## src/rtl/pix_reader.sv

```systemverilog
// Frame reader: streams an IMG_W x IMG_H raster from a fixed-latency memory into
// a valid/ready pixel stream through a 4-entry FIFO guarded by read credits.
module pix_reader #(
    parameter int IMG_W  = 320,
    parameter int IMG_H  = 240,
    parameter int DATA_W = 8,
    parameter int ADDR_W = 17,
    parameter int RD_LAT = 2
) (
    input  logic              clk,
    input  logic              rst,
    input  logic              start,
    output logic              busy,
    output logic              done,
    output logic              mem_rd_en,
    output logic [ADDR_W-1:0] mem_addr,
    input  logic [DATA_W-1:0] mem_rd_data,
    output logic [DATA_W-1:0] pix_data,
    output logic [8:0]        pix_x,
    output logic [8:0]        pix_y,
    output logic              pix_valid,
    input  logic              pix_ready,
    output logic              pix_last
);
    localparam logic [8:0] X_MAX = 9'(IMG_W - 1);
    localparam logic [8:0] Y_MAX = 9'(IMG_H - 1);

    typedef enum logic [1:0] {IDLE, RUN, DRAIN, DONE} state_t;
    state_t state;

    logic [8:0]        rd_x;
    logic [8:0]        rd_y;
    logic [ADDR_W-1:0] rd_addr;
    logic [RD_LAT-1:0] tag_v;
    logic [RD_LAT-1:0] tag_l;
    logic [8:0]        tag_x [RD_LAT];
    logic [8:0]        tag_y [RD_LAT];
    logic [2:0]        in_flight;

    logic [DATA_W-1:0] f_data [4];
    logic [8:0]        f_x [4];
    logic [8:0]        f_y [4];
    logic [3:0]        f_last;
    logic [1:0]        wr_ptr;
    logic [1:0]        rd_ptr;
    logic [2:0]        count;

    logic       push;
    logic       pop;
    logic       issue;
    logic       rd_last;
    logic [3:0] pending;

    always_comb begin
        rd_last   = (rd_x == X_MAX) && (rd_y == Y_MAX);
        push      = tag_v[RD_LAT-1];
        pix_valid = !rst && (count != 3'd0);
        pop       = pix_valid && pix_ready;
        pending   = 4'(count) + 4'(in_flight);
        // The slot freed by this cycle's pop is credited now, so RD_LAT=3 still streams 1 pixel/cycle.
        issue     = !rst && (state == RUN) && (pending < 4'd4 + 4'(pop));
        mem_rd_en = issue;
        mem_addr  = rst ? '0 : rd_addr;
        busy      = !rst && ((state == RUN) || (state == DRAIN));
        done      = !rst && (state == DONE);
        pix_data  = pix_valid ? f_data[rd_ptr] : '0;
        pix_x     = pix_valid ? f_x[rd_ptr] : '0;
        pix_y     = pix_valid ? f_y[rd_ptr] : '0;
        pix_last  = pix_valid && f_last[rd_ptr];
    end

    always_ff @(posedge clk) begin
        if (rst) begin
            state     <= IDLE;
            rd_x      <= '0;
            rd_y      <= '0;
            rd_addr   <= '0;
            tag_v     <= '0;
            in_flight <= '0;
            wr_ptr    <= '0;
            rd_ptr    <= '0;
            count     <= '0;
        end else begin
            case (state)
                IDLE: if (start) begin
                    state   <= RUN;
                    rd_x    <= '0;
                    rd_y    <= '0;
                    rd_addr <= '0;
                end
                RUN:     if (issue && rd_last) state <= DRAIN;
                DRAIN:   if (pop && pix_last) state <= DONE;
                DONE:    state <= IDLE;
                default: state <= IDLE;
            endcase

            if (issue) begin
                rd_addr <= rd_addr + ADDR_W'(1);
                if (rd_x == X_MAX) begin
                    rd_x <= '0;
                    rd_y <= rd_y + 9'd1;
                end else begin
                    rd_x <= rd_x + 9'd1;
                end
            end

            tag_v[0] <= issue;
            tag_l[0] <= rd_last;
            tag_x[0] <= rd_x;
            tag_y[0] <= rd_y;
            for (int unsigned i = 1; i < RD_LAT; i++) begin
                tag_v[i] <= tag_v[i-1];
                tag_l[i] <= tag_l[i-1];
                tag_x[i] <= tag_x[i-1];
                tag_y[i] <= tag_y[i-1];
            end
            in_flight <= in_flight + 3'(issue) - 3'(push);

            if (push) begin
                f_data[wr_ptr] <= mem_rd_data;
                f_x[wr_ptr]    <= tag_x[RD_LAT-1];
                f_y[wr_ptr]    <= tag_y[RD_LAT-1];
                f_last[wr_ptr] <= tag_l[RD_LAT-1];
                wr_ptr         <= wr_ptr + 2'd1;
            end
            if (pop) rd_ptr <= rd_ptr + 2'd1;
            count <= count + 3'(push) - 3'(pop);
        end
    end
endmodule
```

## config.mk

```make
export PLATFORM = sky130hd
export DESIGN_NAME = pix_reader
export DESIGN_NICKNAME = d
export VERILOG_FILES = /design/src/rtl/pix_reader.sv
export SDC_FILE = /design/constraint.sdc
export NUM_CORES = 1
export LEC_CHECK = 0
export CAP_MARGIN = 40
export CORE_AREA = 2 2 131 133
export CTS_BUF_LIST = sky130_fd_sc_hd__clkbuf_8
export DETAILED_ROUTE_END_ITERATION = 16
export DIE_AREA = 0 0 133 135
export HOLD_SLACK_MARGIN = 0.15
export MAX_ROUTING_LAYER = met4
export PLACE_DENSITY = 0.8
export SLEW_MARGIN = 30
export SYNTH_ARGS = -nofsm -noshare
export SYNTH_HDL_FRONTEND = slang
export SYNTH_SLANG_ARGS = --single-unit
```

## constraint.sdc

```tcl
create_clock -name clk -period 4.32 [get_ports clk]
set_input_delay 0.864 -clock clk [delete_from_list [all_inputs] [get_ports clk]]
set_output_delay 0.864 -clock clk [all_outputs]
set_load 0.005 [all_outputs]
```

==> results of run 1 <==
==> final cells by class <==
type,count,share of cell area
tap,220,0.0292
inverter,21,0.00836
clock inverter,15,0.0137
sequential,197,0.573
clock buffer,17,0.0248
multi-input combinational,315,0.275
timing repair buffer,75,0.0754
==> layout by cell type (no fill, tap or decap), drive strengths merged, types with 3 or more instances in the layout <==
| cell | n |
|---|---|
| nand3 | 18 |
| and4 | 3 |
| mux2i | 7 |
| mux2 | 3 |
| a21o | 5 |
| o21ai | 15 |
| nor2 | 26 |
| inv | 26 |
| nand2 | 23 |
| buf | 16 |
| mux4 | 27 |
| and2 | 6 |
| nand4 | 5 |
| xnor2 | 14 |
| a21oi | 17 |
| edfxtp | 146 |
| clkbuf | 17 |
| dfxtp | 51 |
| nor4 | 11 |
| and3 | 32 |
| clkinv | 8 |
| clkdlybuf4s50 | 59 |
| ha | 19 |
| nor2b | 28 |
| or3 | 4 |
| fa | 3 |
| or4 | 4 |
| nor3 | 13 |
==> power groups by stage <==
stage	Combinational (mW)	Clock, mW	Sequential, mW
global placement	0.829	0	2.21
global route	0.957	1.18	2.19
finish	0.862	1.08	2.18
CTS	0.873	1.11	2.18
floorplan	0.564	0	2.19
detailed placement	0.866	0	2.22
==> per-layer routing <==
layer | global-route usage | wire length [um]
met1 | 0.220 | 6330
met2 | 0.303 | 7620
met3 | 0.0443 | 742
met4 | 0.0627 | 243
met5 | - | 0
==> final timing paths <==
| path | cells after the start | slack, ns | to |
|---|---|---|---|
| hold / removal | 0 | 0.42 | tag_y[0][10]$_DFFE_PN_ |
| setup reg to reg | 10 | 1.28 | in_flight[1]$_SDFF_PP0_ |
| hold reg to reg | 0 | 0.42 | tag_y[0][10]$_DFFE_PN_ |
| setup / recovery | 7 | 0.58 | mem_rd_en |
==> cell families (layout without fill, tap and decap cells) <==
kind of cell,Yosys count,count (layout),share of synthesized area
DFF,197,197,0.661
muxes,37,37,0.0875
adders and majority gates,22,22,0.0364
buffers and inverters,43,128,0.0216
AOI/OAI and AO/OA,55,55,0.0441
and+or+nand+nor,185,185,0.132
xor gates and xnor gates,16,16,0.0171
==> worst reg2reg max path, stage by stage (launching register included) <==
cell and delay (ns):
dfxtp_1 0.39, ha_1 0.21, fa_1 0.43, or4b_4 0.56, o21ai_2 0.20, nand2_2 0.08, clkinv_1 0.07, buf_4 0.25
ha_1 0.20, fa_1 0.41, nor2b_1 0.14
==> registers in the layout, summed over array words and instances, names as in the netlist, 9 cells and up, named ones only <==
| register | flops |
|---|---|
| tag_x | 18 |
| f_y | 36 |
| rd_y | 9 |
| rd_addr | 17 |
| rd_x | 9 |
| tag_y | 18 |
| f_x | 36 |
| f_data | 32 |
==> flow_metrics.py, run 1 <==
metrics = {
    "pwr": {
        "ir_drop_uv": 221,
        "power_frac_comb": 0.209,
        "powerDensity_nw_per_um2": 437,
        "p_leak_nw": 3.25,
        "p_seq_frac": 0.529,
        "power.switching_mw": 1.14,
        "power.internal_mw": 2.98,
        "finalPower_mw": 4.12,
        "p_clk_frac": 0.262,
        "switching_share": 0.276,
    },
    "routing": {
        "avgViaCountPerCell": 5.57,
        "antenna_left": 0,
        "first_iter_violations": 358,
        "drcViolationCount": 0,
        "vias": 4787,
        "drt_wl_total_um": 14900,
        "wl_per_cell_um": 17.4,
        "firstDrtPassIters": 4,
    },
    "global_routing": {
        "grt_pass1_wl_um": 24500,
        "grt_pass1_vias": 4930,
        "grt_max_degree": 35,
        "overflow": 0,
        "grt_usage": 0.182,
        "antenna_found_initial": 0,
    },
    "cells_and_area": {
        "fin_util": 0.575,
        "final_cell_area_um2": 9430,
        "seqCellArea_um2": 5410,
        "nets": 661,
        "drive_gt1_frac": 0.147,
        "fillCellCount": 1252,
        "finalNonFillerCells": 860,
        "multiInputGateArea_um2": 2600,
        "antenna_cells": 0,
        "syn_to_final_growth_pct": 15.3,
    },
    "worst_setup_path": {
        "slowest_stage": "or4b_4",
        "path_cells": "ha_1 > fa_1 > or4b_4 > o21ai_2 > nand2_2 > clkinv_1 > clkdlybuf4s50_1",
        "crit_family": "adder cells",
        "r2r-start": "count[0]$_SDFF_PP0_",
        "critical_path_required_ns": 3.46,
        "crit_start": "count[0]$_SDFF_PP0_",
        "cp-start-kind": "register",
        "slowest_delay_ns": 0.56,
        "critPathBufInv": 2,
        "worstSetupPathType": "reg2out",
        "worstPathMaxFanout": 4,
        "endpoint_kind": "output pin",
        "crit_arrival_ns": 2.87,
    },
    "run": {
        "maxCapViolCount": 0,
    },
    "synthesis": {
        "synth-seq-cells": 197,
        "synth_area_um2": 8180,
        "syn_inst": 555,
        "yosysWarnings": 0,
        "synth_common_cells": "edfxtp_1, dfxtp_1, and3_1, nor2b_1, mux4_2",
        "synth.distinct_cells": 58,
        "seq_area_frac_synth": 0.661,
        "async_flop_share": 0,
        "synth-edff-count": 146,
        "synth.top_cell.area_share": 0.536,
        "avgSynthCellArea_um2": 14.7,
        "yosysMostFrequentCell": "edfxtp_1",
        "synth_largest_area_cell": "edfxtp_1",
        "synthesis.nets": 589,
        "synthTopCellsByArea": "edfxtp_1, dfxtp_1, mux4_2",
        "synth_flop_cell": "edfxtp_1",
    },
    "floorplanning": {
        "core-area_um2": 16400,
        "io-pin-count": 60,
        "die_x_um": 133,
        "num_rows": 47,
        "initial_core_util": 0.498,
        "die_area_um2": 18000,
        "die_y_um": 135,
    },
    "cts": {
        "cts_max_path_buffers": 2,
        "cts.clk_slew.worst_paths_ns": 0.09,
        "cts_resized": 0,
        "cts_tree": "done",
        "cts_hold_buf": 0,
        "cts_sinks": 197,
        "clk_latency_ns": 0.46,
        "ctsHtreeMaxLevel": 4,
        "numCtsBuffers": 17,
        "cts_setup_buffers": 0,
        "clockRootBuffer": "clkbuf_8",
    },
    "status": {
        "status": "completed",
    },
    "timing": {
        "tns_ns": 0,
        "setup_violations": 0,
        "final.period_utilization": 0.865,
        "fin_worst_skew_ns": 0.00722,
        "worst_pin_slew_ns": 0.635,
        "rsz0062_at_grt": "false",
        "setup_ws_ns": 0.582,
        "hold_violations": 0,
        "layout_min_cycle_time_ns": 3.74,
        "holdWs_ns": 0.424,
        "slew_viol_final": 0,
        "max_freq_mhz": 268,
        "slew-limit-headroom": 0.573,
    },
    "place": {
        "dp_slack_ns": 0.620,
        "placed_cells": 828,
        "placed_cell_area_um2": 9070,
        "hpwlAfterDp_um": 9610,
        "io_buffers": 59,
        "place_congestion": 0.864,
    },
    "worst_hold_path": {
        "hold_path_class": "reg2reg",
        "worstHoldStart": "tag_y[0][1]$_DFFE_PN_",
    },
}
No activity file was read; power rests on OpenSTA's default activity.
==> run 2, diff against run 1 <==
HOLD_SLACK_MARGIN = default   (was 0.15)
==> results of run 2 <==
Same layout as run 1: the final DEF is identical, and so are final timing and power.
